--- src/rtl/keypad_seq_in.sv ---
// keypad_seq_in: 4x4 keypad row scanner, debouncer and hex-digit shift register.
// Defining KEYPAD_REPEAT_EN adds auto-repeat while a key is held.
module keypad_seq_in #(
  parameter int N            = 32,
  parameter int WIDTH        = 4,
  parameter int SCAN_DIV     = 50_000,
  parameter int DEBOUNCE     = 4,
  parameter int REPEAT_SCANS = 100
) (
  input  logic                           sys_clk,
  input  logic                           sys_rst_n,
  input  logic [3:0]                     col,
  input  logic                           clear,
  output logic [3:0]                     row,
  output logic [3:0]                     key_code,
  output logic                           key_valid,
  output logic [$clog2(N/WIDTH+1)-1:0]   digits,
  output logic [N-1:0]                   seq
);
  localparam int DW = $clog2(N / WIDTH + 1);
  localparam int VW = $clog2(SCAN_DIV);
  localparam int CW = $clog2(DEBOUNCE + 1);
  localparam logic [DW-1:0] DMAX  = DW'(N / WIDTH);
  localparam logic [VW-1:0] VLAST = VW'(SCAN_DIV - 1);
  localparam logic [CW-1:0] DB    = CW'(DEBOUNCE);

  typedef enum logic [1:0] {IDLE, PRESS, HELD, REL} state_t;

  if (SCAN_DIV < 4 || DEBOUNCE < 1 || REPEAT_SCANS < 1 || WIDTH != 4 || N % WIDTH != 0) begin : g_bad
    $error("keypad_seq_in: unsupported parameters");
  end

  logic [3:0]    col_s1, col_s2;
  logic [VW-1:0] div;
  logic [1:0]    r;
  logic [15:0]   snap, snap_nx;
  logic          tc, scan_done, single, rel;
  logic [3:0]    code;
  state_t        state, state_nx;
  logic [CW-1:0] cnt, cnt_nx;
  logic [3:0]    cand, cand_nx;
  logic          fsm_acc, rep_hit, acc;

  assign tc        = div == VLAST;
  assign scan_done = tc && r == 2'd3;
  assign acc       = fsm_acc | rep_hit;

  always_ff @(posedge sys_clk or negedge sys_rst_n) begin
    if (!sys_rst_n) begin
      col_s1 <= '1;
      col_s2 <= '1;
      div    <= '0;
      r      <= '0;
      row    <= 4'b1110;
      snap   <= '0;
    end else begin
      col_s1 <= col;
      col_s2 <= col_s1;
      div    <= tc ? '0 : div + 1'b1;
      if (tc) begin
        r    <= r + 1'b1;
        row  <= {row[2:0], row[3]};
        snap <= snap_nx;
      end
    end
  end

  // snap_nx is the snapshot including the row being sampled this cycle
  always_comb begin
    snap_nx = snap;
    snap_nx[{r, 2'b00} +: 4] = ~col_s2;
    code = '0;
    for (int k = 0; k < 16; k++)
      if (snap_nx[k]) code = 4'(k);
    rel    = snap_nx == 16'd0;
    single = !rel && (snap_nx & (snap_nx - 16'd1)) == 16'd0;
  end

  always_ff @(posedge sys_clk or negedge sys_rst_n) begin
    if (!sys_rst_n) begin
      state <= IDLE;
      cnt   <= '0;
      cand  <= '0;
    end else begin
      state <= state_nx;
      cnt   <= cnt_nx;
      cand  <= cand_nx;
    end
  end

  always_comb begin
    state_nx = state;
    cnt_nx   = cnt;
    cand_nx  = cand;
    fsm_acc  = 1'b0;
    if (scan_done) begin
      case (state)
        IDLE: if (single) begin
          cand_nx  = code;
          cnt_nx   = CW'(1);
          fsm_acc  = DEBOUNCE == 1;
          state_nx = DEBOUNCE == 1 ? HELD : PRESS;
        end
        PRESS: if (single && code == cand) begin
          cnt_nx   = cnt + 1'b1;
          fsm_acc  = cnt_nx == DB;
          state_nx = fsm_acc ? HELD : PRESS;
        end else state_nx = IDLE;
        HELD: if (rel) begin
          cnt_nx   = CW'(1);
          state_nx = DEBOUNCE == 1 ? IDLE : REL;
        end
        REL: if (rel) begin
          cnt_nx   = cnt + 1'b1;
          state_nx = cnt_nx == DB ? IDLE : REL;
        end else state_nx = HELD;
        default: state_nx = IDLE;
      endcase
    end
  end

`ifdef KEYPAD_REPEAT_EN
  localparam int RW = $clog2(REPEAT_SCANS + 1);
  localparam logic [RW-1:0] RMAX = RW'(REPEAT_SCANS);
  logic [RW-1:0] rep, rep_nx;

  always_ff @(posedge sys_clk or negedge sys_rst_n) begin
    if (!sys_rst_n) rep <= '0;
    else rep <= rep_nx;
  end

  // multi-key snapshots while held neither advance nor reset the repeat count
  always_comb begin
    rep_nx  = rep;
    rep_hit = 1'b0;
    if (scan_done) begin
      if (state == HELD && single && code == cand) begin
        rep_hit = rep == RMAX - 1'b1;
        rep_nx  = rep_hit ? '0 : rep + 1'b1;
      end else if (state != HELD || rel || single) rep_nx = '0;
    end
  end
`else
  assign rep_hit = 1'b0;
`endif

  always_ff @(posedge sys_clk or negedge sys_rst_n) begin
    if (!sys_rst_n) begin
      key_code  <= '0;
      key_valid <= 1'b0;
      digits    <= '0;
      seq       <= '0;
    end else begin
      key_valid <= acc;
      if (acc) key_code <= cand_nx;
      if (clear) begin
        seq    <= '0;
        digits <= '0;
      end else if (acc) begin
        seq    <= {seq[N-WIDTH-1:0], cand_nx};
        digits <= digits == DMAX ? digits : digits + 1'b1;
      end
    end
  end
endmodule

--- config.mk ---
export PLATFORM = sky130hd
export DESIGN_NAME = keypad_seq_in
export DESIGN_NICKNAME = d
export VERILOG_FILES = /design/src/rtl/keypad_seq_in.sv
export SDC_FILE = /design/constraint.sdc
export NUM_CORES = 1
export LEC_CHECK = 0
export CAP_MARGIN = 15
export CORE_MARGIN = 2
export CORE_UTILIZATION = 52
export CTS_CLUSTER_SIZE = 20
export DETAILED_ROUTE_END_ITERATION = 6
export PLACE_DENSITY = 0.77
export SYNTH_ARGS = -nofsm -noshare
export SYNTH_HDL_FRONTEND = slang
export SYNTH_SLANG_ARGS = --single-unit
--- constraint.sdc ---
create_clock -name sys_clk -period 3.4 [get_ports sys_clk]
set_input_delay 1.02 -clock sys_clk [delete_from_list [all_inputs] [get_ports sys_clk]]
set_output_delay 1.02 -clock sys_clk [all_outputs]
set_load 0.02 [all_outputs]
==> flow_summary.ini <==
[logic_synthesis]
synthTopCellsByCount = 85 x dfrtp_1, 60 x o21ai_0, 48 x nand2_1
synth_top_area_share_pct = 41.91
synthMostInstantiatedCell = dfrtp_1
async_reset_ff_share_pct = 100.0
syn_area_sq_um = 5075
synth_fp_nets = 545
ys_seq_area_share_pct = 47.61
synthCells = 529
syn_avg_cell_area_sq_um = 9.593
synth-edff-count = 0
yosysTopAreaCell = dfrtp_1
yosysUniqueCellTypes = 76
synth_top_cells_by_area = dfrtp_1 42%, o21ai_0 5.9%, dfstp_2 5.7%
synth_seq_cells = 96
ys.flop_type = dfrtp_1
yosys_warnings = 0

[placement]
hpwl_um = 7935
gp_congestion = 0.9271
dpl-instance-area_sq_um = 5813
place_inst = 704
io_buffers = 51

[routing]
drtIter0Drc = 258
drtAntennaViolNets = 0
first_pass_iters = 5
via_per_inst = 5.813
wl_per_cell_um = 16.03
drc = 0
routed_wl_um = 11650
num_vias = 4226

[grt]
grt_pass1_wl_um = 18880
grt_use_total_pct = 22.63
grt_pass1_vias = 3861
antenna_found_initial = 0
grt_max_degree = 87
grt-ovfl-total = 0

[sta]
max_slew.worst_pin.slew_ns = 0.5276
maxSlewViolCount = 0
fin_crit_ns = 3.300
relSlewSlack_pct = 64.83
finalHoldViolCount = 0
finalClockSkew_ns = 0.01399
setup_viol = 0
finalSetupTns_ns = 0
fin_crit_sh_pct = 97.07
max_freq_mhz = 303.0

[floorplan]
start_util_pct = 52.65
dieArea_sq_um = 10570
die_h_um = 102.8
core_area_sq_um = 9639
die_width_um = 102.8
ios = 52
rows = 36

[clock_network]
cts_tree = built
cts_hold_repair.buffers = 0
h-tree-depth = 3
insertion_delay_ns = 0.37
clock-sinks = 96
clkSlewWorstSetupHoldPaths_ns = 0.10
clk_path_buf_depth = 2
clockRootBuffer = clkbuf_8
cts_buffers = 9

[power_and_ir_drop]
power_uw = 1963
power_density_nw_per_um2 = 319.6
switchingPower_uw = 470.3
p_leak_uw = 0.002558
netSwitchingFraction_pct = 23.95
combPwrFrac_pct = 4.7
peakVddDrop_mv = 0.3213
p_seq_share_pct = 58.8
p_int_uw = 1493
clock_power_share_pct = 36.5

[critical_path]
cp-start-kind = flop
worstSetupStartpoint = r[1]
crit_fanout = 15
crit_required_ns = 3.67
cp.arrival_ns = 3.57
critical_path_class = reg -> reg
r2r-start = r[1]
worst_setup_path_end_kind = flop

[finish]
num-fill-cells = 811
post-route-cell-area_sq_um = 6143
layout.nets = 605
areaGrowthSynthToFinish_pct = 21.06
drive_gt1_share_pct = 16.16
finish.utilization_pct = 63.73
finalNonFillerCells = 727
n_antenna_cell = 0

[status]
status = complete, no violations

[min_path]
worstHoldStart = col_s1[2]
hp-class = reg -> reg

[job]
cap_violations = 0
==> through the flow <==
step / hold WS, ns / setup slack (ns)
5_1_grt: 0.3625 / -0.02959
6_report: 0.3590 / 0.09957
4_1_cts: 0.3611 / 0.01736
3_5_place_dp: 0.3472 / 0.04216
3_3_place_gp: 0.3457 / 0.1329
2_1_floorplan: 0.3452 / 0.007015
==> power by group through the flow <==
stage / Clock, uW / Combinational, uW / Sequential (uW)
global placement: 0 / 85.9 / 1180
finish: 717 / 91.7 / 1160
global route: 779 / 103 / 1160
detailed placement: 0 / 87.4 / 1180
CTS: 733 / 87.8 / 1150
floorplan: 0 / 42.2 / 1180
==> sequential cells by signal, indices dropped and copies added (netlist names) <==
register and count:
seq 32, div 16, snap 16, cand 4, col_s1 4, col_s2 4, digits 4, key_code 4
row 4, cnt 3, r 2, state 2, key_valid 1
==> cells in the final DEF, fill, tap and decap left out, types with 11 or more instances in the layout <==
cell type | netlist | final
nor2b_1 | 13 | 12
nor3_1 | 14 | 14
inv_1 | 15 | 13
nand3_1 | 44 | 44
clkbuf_8 | 0 | 11
clkdlybuf4s50_1 | 0 | 50
a21oi_1 | 42 | 42
dfstp_2 | 11 | 11
nand2_1 | 48 | 48
dfrtp_1 | 85 | 85
nor2_1 | 28 | 28
o21ai_0 | 60 | 59
buf_4 | 3 | 27
==> area by class of cell <==
class	count	area, sq um	area share, %
inverters	15	56.30	0.9165
well taps	133	166.4	2.709
clock inverters	4	33.78	0.5499
multi-input cells	386	2550	41.51
clock buffers	12	155.1	2.525
repair buffers	81	765.7	12.46
flip-flops and latches	96	2416	39.33
==> cells by family after synthesis <==
family	synth area share, %
multiplexers	3.452
adder cells (fa/ha/maj)	2.219
AO/OA/AOI/OAI	18.34
AND/OR/NAND/NOR	21.57
buffers and inverters	4.043
flip-flops	47.61
XOR/XNOR	2.761
==> worst max-delay path, stage by stage, from the launching register on <==
cell      delay (ns)
dfrtp_1         0.41
inv_2           0.10
ha_4            0.25
or4b_1          0.55
a221o_1         0.34
a211oi_2        0.22
o311ai_2        0.15
a21boi_2        0.21
o211ai_2        0.10
buf_4           0.19
nor4_4          0.30
mux2_2          0.37
==> metal layers <==
layer	routed length [um]	track usage [%]	share of wire (%)
met4	212	6.883	1.8
met5	0	0	0
met2	5693	35.04	49
met1	5134	32.26	44
met3	610	4.881	5.2
==> path summary, 6_finish.rpt <==
check                            end  slack [ns]  depth (start not counted)
max                        digits[0]         0.1                         11
min                        col_s2[2]        0.36                          0
max reg2reg                digits[0]         0.1                         11
min reg2reg                col_s2[2]        0.36                          0
max in group asynchronous     seq[8]        1.98                          3
min in group asynchronous     cnt[1]        0.62                          1
==> timing repair <==
item | in CTS | in global routing
endpoints found under the hold margin | 0 | 0
endpoints found under the setup margin | 0 | 45
gates resized for setup | 0 | 18
buffers inserted | 0 | 6
No activity file was read; power rests on OpenSTA's default activity.
